$ cat src/rtl/shreg8_pkg.sv
// Shared types and line-level constants for the shift-register receive link.
// Start/stop/idle levels are the framing contract with the far-end sender.
package shreg8_pkg;

   typedef enum logic [1:0] {
      IDLE,
      DATA,
      STOP,
      RESYNC
   } rx_state_t;

   localparam logic START_BIT  = 1'b0;
   localparam logic STOP_BIT   = 1'b1;
   localparam logic IDLE_LEVEL = 1'b1;

endpackage

$ cat src/rtl/sipo_shift.sv
// Serial-in parallel-out shift register; one bit per shift_en cycle, no backpressure.
// MSB_FIRST selects which end the first received bit migrates to.
module sipo_shift #(
   parameter int WIDTH     = 8,
   parameter bit MSB_FIRST = 1'b1
) (
   input  logic             clk,
   input  logic             reset,
   input  logic             shift_en,
   input  logic             sdi,
   output logic [WIDTH-1:0] par_out
);

   generate
      if (MSB_FIRST) begin : g_msb
         always_ff @(posedge clk) begin
            if (reset)
               par_out <= '0;
            else if (shift_en)
               par_out <= {par_out[WIDTH-2:0], sdi};
         end
      end else begin : g_lsb
         always_ff @(posedge clk) begin
            if (reset)
               par_out <= '0;
            else if (shift_en)
               par_out <= {sdi, par_out[WIDTH-1:1]};
         end
      end
   endgenerate

endmodule

$ cat src/rtl/shreg8_rx.sv
// Serial frame receiver (start + WIDTH data + stop) into a one-entry valid/ready buffer.
// q_valid rises the cycle after the stop-bit sample; a word arriving while the buffer is held is dropped and flagged as ovr.
module shreg8_rx
   import shreg8_pkg::*;
#(
   parameter int WIDTH     = 8,
   parameter bit MSB_FIRST = 1'b1
) (
   input  logic             clk,
   input  logic             reset,
   input  logic             enbl,
   input  logic             sdi,
   output logic [WIDTH-1:0] q,
   output logic             q_valid,
   input  logic             q_ready,
   output logic             frm_err,
   output logic             ovr,
   input  logic             clr_err
);

   localparam int CW = (WIDTH > 1) ? $clog2(WIDTH) : 1;
   localparam logic [CW-1:0] LAST_BIT = CW'(WIDTH - 1);

   rx_state_t        state_q, state_d;
   logic [CW-1:0]    count_q, count_d;
   logic             shift_en;
   logic             deliver;
   logic             frm_set;
   logic             ovr_set;
   logic             accept;
   logic [WIDTH-1:0] sr;

   sipo_shift #(
      .WIDTH     (WIDTH),
      .MSB_FIRST (MSB_FIRST)
   ) u_sipo (
      .clk      (clk),
      .reset    (reset),
      .shift_en (shift_en),
      .sdi      (sdi),
      .par_out  (sr)
   );

   always_ff @(posedge clk) begin
      if (reset) begin
         state_q <= IDLE;
         count_q <= '0;
      end else begin
         state_q <= state_d;
         count_q <= count_d;
      end
   end

   always_comb begin
      state_d  = state_q;
      count_d  = count_q;
      shift_en = 1'b0;
      deliver  = 1'b0;
      frm_set  = 1'b0;
      if (enbl) begin
         case (state_q)
            IDLE: begin
               if (sdi == START_BIT) begin
                  state_d = DATA;
                  count_d = '0;
               end
            end
            DATA: begin
               shift_en = 1'b1;
               // Count saturates on the last data bit rather than wrapping.
               if (count_q == LAST_BIT)
                  state_d = STOP;
               else
                  count_d = count_q + 1'b1;
            end
            STOP: begin
               if (sdi == STOP_BIT) begin
                  deliver = 1'b1;
                  state_d = IDLE;
               end else begin
                  frm_set = 1'b1;
                  state_d = RESYNC;
               end
            end
            RESYNC: begin
               if (sdi == IDLE_LEVEL)
                  state_d = IDLE;
            end
            default: state_d = IDLE;
         endcase
      end
   end

   // A simultaneous consume frees the slot for the incoming word.
   assign accept  = deliver && (!q_valid || q_ready);
   assign ovr_set = deliver && q_valid && !q_ready;

   always_ff @(posedge clk) begin
      if (reset) begin
         q       <= '0;
         q_valid <= 1'b0;
      end else if (accept) begin
         q       <= sr;
         q_valid <= 1'b1;
      end else if (q_valid && q_ready) begin
         q_valid <= 1'b0;
      end
   end

   always_ff @(posedge clk) begin
      if (reset) begin
         frm_err <= 1'b0;
         ovr     <= 1'b0;
      end else begin
         if (frm_set)
            frm_err <= 1'b1;
         else if (clr_err)
            frm_err <= 1'b0;
         if (ovr_set)
            ovr <= 1'b1;
         else if (clr_err)
            ovr <= 1'b0;
      end
   end

endmodule

$ cat config.mk
export PLATFORM = sky130hd
export DESIGN_NAME = shreg8_rx
export DESIGN_NICKNAME = d
export VERILOG_FILES = /design/src/rtl/shreg8_pkg.sv /design/src/rtl/sipo_shift.sv /design/src/rtl/shreg8_rx.sv
export SDC_FILE = /design/constraint.sdc
export NUM_CORES = 1
export LEC_CHECK = 0
export ABC_AREA = 1
export CAP_MARGIN = 20
export CORE_AREA = 2 2 47 49
export DETAILED_ROUTE_END_ITERATION = 8
export DIE_AREA = 0 0 49 51
export MAX_ROUTING_LAYER = met4
export PLACE_DENSITY = 0.79
export SLEW_MARGIN = 25
export SYNTH_ARGS = -nofsm -noshare
export SYNTH_HDL_FRONTEND = slang
export SYNTH_SLANG_ARGS = --single-unit
$ cat constraint.sdc
create_clock -name clk -period 4.15 [get_ports clk]
set_input_delay 0.83 -clock clk [delete_from_list [all_inputs] [get_ports clk]]
set_output_delay 0.83 -clock clk [all_outputs]
set_load 0.02 [all_outputs]
==> summary by stage <==
GRT
The total overflow left after global routing is 0. The initial antenna violation count is 0. The first-pass GRT wire length is around 3600 um. The via count of the first global-routing pass came to 821.

For this run, the total global-route usage over all layers was measured as between 10% and 20%. Entering global routing, the biggest net connects 24 pins.

Synthesis
The distinct cell type count of the synthesized netlist is 19. Sequential cells were found to cover a little under half of the synthesized design area. Synthesis produced a netlist whose cell count is between 100 and 150. The flop and latch count out of synthesis is 24. A synthesized cell averages 7.67 um2. The post-synth net total is between 100 and 150. In this run the cell area of the synthesized design comes to roughly 1000 um2. The synthesized design devotes to its leading area cell type 46.0% of total area.

Yosys printed 0 warnings. The library cell occupying the most area in the post-synthesis netlist is dfxtp_1. In the post-synthesis netlist, the biggest area contributors are dfxtp_1 46%, a21oi_1 12%, nand2_1 10%.

Timing
The final worst clock skew is around 0.0047 ns. Setup repair after global routing left no endpoint under its margin. The sum of negative setup slack is 0 ns.

The worst-case headroom to the max-slew limit is approximately 46%. The clock period could shrink to between 2 and 2.5 ns. The number of hold violations in the final report is 0. The smallest hold slack is 0.471 ns.

The worst-margin pin slew is 0.804 ns. The max-slew violation count was 0. Setup violations remaining at the end of the flow were counted as 0. The achievable frequency is ~470 MHz. The part of the cycle the worst path needs is between 50% and 60%. The worst-case setup margin in the final layout is between 2 and 2.5 ns.

Finish
The non-filler instance count after layout is between 150 and 200. The library cell used most frequently in the layout, excluding fill and tap cells, is nand2_1. The growth of design area from synthesis to finish is 22.1%. The fraction of layout instances using a drive strength above 1 is 9.21%. The repair_antennas step left the layout with diodes totalling 0. The final design utilization is 61.7%. The top cell types in the final layout, fill and taps aside, are 28 x nand2_1, 24 x a21oi_1, 24 x dfxtp_1. Summing all non-filler instances in the final layout gives an area of about 1300 um2. In the final design database the tool counted roughly 160 nets.

Power
The power density over cell area is between 300 and 400 nW/um2. In this run the power spent charging and discharging nets is 0.117 mW. The peak ir drop on the vdd network is about 0.22 mV.

The leakage power is ~0.46 nW. The sequential fraction of design power is roughly half. Internal power comes to roughly 0.35 mW.

The clock network accounts for a little over a third of the total power. The combinational fraction of design power is ~13%. The design draws 0.470 mW. Of the total power, the share spent switching nets is about a quarter.

Clock network
The tree is rooted in a clkbuf_4. The buffer depth of the longest clock path is 2. The clock latency of the later-clocked register in the worst-skew pair is around 0.32 ns. The number of H-tree levels is 1. Buffers inserted during clock tree synthesis total 3. The number of setup buffers added after CTS is 0.

Gates resized during post-CTS repair numbered 0. The clock net sink count is 24. The clock-pin transition on the worst setup and hold timing paths is 0.13 ns. The clock tree from TritonCTS is done. The number of hold buffers added after CTS is 0.

Floorplanning
The count of standard-cell rows is 17. The starting density of the core is 50.6%. The core footprint is between 2000 and 2500 um2.

The number of top-level pins is 17. The die is 51 um tall. The floorplan die area is 2500 um2. The width of the die is 49 um.

Detailed routing
The detailed router finished its first iteration with 32 violations. In this run the remaining antenna-violating nets after routing total 0. The total routed wirelength is 2090 um.

The number of remaining DRC errors is 0. Dividing the detail-routed via count by the number of cells gives between 5 and 6. The total iterations of the first detailed-routing run is 6.

The vias after detailed routing is ~970. The mean routed wirelength per cell is ~12 um.

Placed design
Detailed placement finished with a half-perimeter wire length of roughly 1500 um. The pre-CTS setup slack is roughly 1.7 ns. The final weighted congestion in routability-driven placement is ~0.84.

The instance area after placement is approximately 1200 um2. The number of buffer cells added on primary ports is 16. The number of placed instances, taps included is 176.

Worst setup path
In this run the worst setup path begins at enbl. Along the worst path, the maximum fanout reaches 23. Data on the critical path arrives at its endpoint at ~2.4 ns.

The worst setup path is captured at a flop. Data on the critical path is required at its endpoint by 4.39 ns. STA classifies the critical path startpoint as an input port. The launch instance of the worst register-to-register path is count_q[0]. The critical path in this run is classified as in -> reg.

Outcome
The flow ran to the end, and the final reports show no timing, DRC or antenna violations.

Hold path
The startpoint identified for the worst hold timing path is q[5]. The min-delay analysis places its worst path in the category reg -> reg.

Job
The max-cap check violation count is 0.
==> area by class of cell <==
type | instances | area (um2)
fillers | 203 | 790
multi-input cells | 95 | 497
flip-flops and latches | 24 | 480
repair buffers | 16 | 160
inverters | 13 | 48.8
well taps | 28 | 35.0
clock inverters | 1 | 30.0
clock buffers | 3 | 22.5
==> cell usage after synthesis <==
cell      count
a21oi_2       1
buf_2         2
nand4_1      10
nand3_1      14
clkbuf_1      1
nand2_2       3
nand3_4       1
buf_1         1
nor2_1        7
a21oi_1      24
inv_1         9
o21ai_0       2
nor2_8        1
dfxtp_1      24
o21bai_1      1
ha_1          2
nor3_1        1
inv_2         4
nand2_1      28
==> power groups by stage <==
| stage | clock network (mW) | registers (mW) | logic [mW] |
|---|---|---|---|
| CTS | 0.171 | 0.242 | 0.0590 |
| detailed placement | 0 | 0.247 | 0.0589 |
| global placement | 0 | 0.247 | 0.0572 |
| finish | 0.169 | 0.242 | 0.0591 |
| global route | 0.180 | 0.244 | 0.0663 |
| floorplan | 0 | 0.246 | 0.0436 |
==> kinds of logic after synthesis <==
| family | synth area share, % |
|---|---|
| flops | 46.0 |
| fa+ha+maj | 2.40 |
| simple gates | 31.2 |
| compound gates | 14.0 |
| buf+inv | 6.35 |
==> worst max-delay path: stages <==
cell             delay [ns]
clkdlybuf4s50_1        1.00
inv_1                  0.12
a21oi_2                0.20
nand3_1                0.10
a21oi_1                0.13
==> routing by layer <==
layer | up-vias | track usage, % | part of all wire [%] | wire length [um]
met5 | - | - | 0 | 0
met4 | 0 | 10.0 | 1.5 | 32
met1 | 437 | 23.9 | 45 | 932
met2 | 27 | 30.6 | 50 | 1060
li1 | 498 | - | - | -
met3 | 4 | 2.34 | 3.3 | 70
==> flip-flops by register name, summed over array words and instances (netlist names) <==
signal          flops
q                   8
q_valid             1
state_q             2
u_sipo.par_out      8
count_q             3
ovr                 1
frm_err             1
==> final timing paths <==
path,to,cells after the start,slack [ns]
setup / recovery,count_q[2],5,2.01
setup reg to reg,count_q[0],6,2.65
hold reg to reg,q[5],2,0.47
hold / removal,q[5],2,0.47
Power figures use the tool's default switching activity.
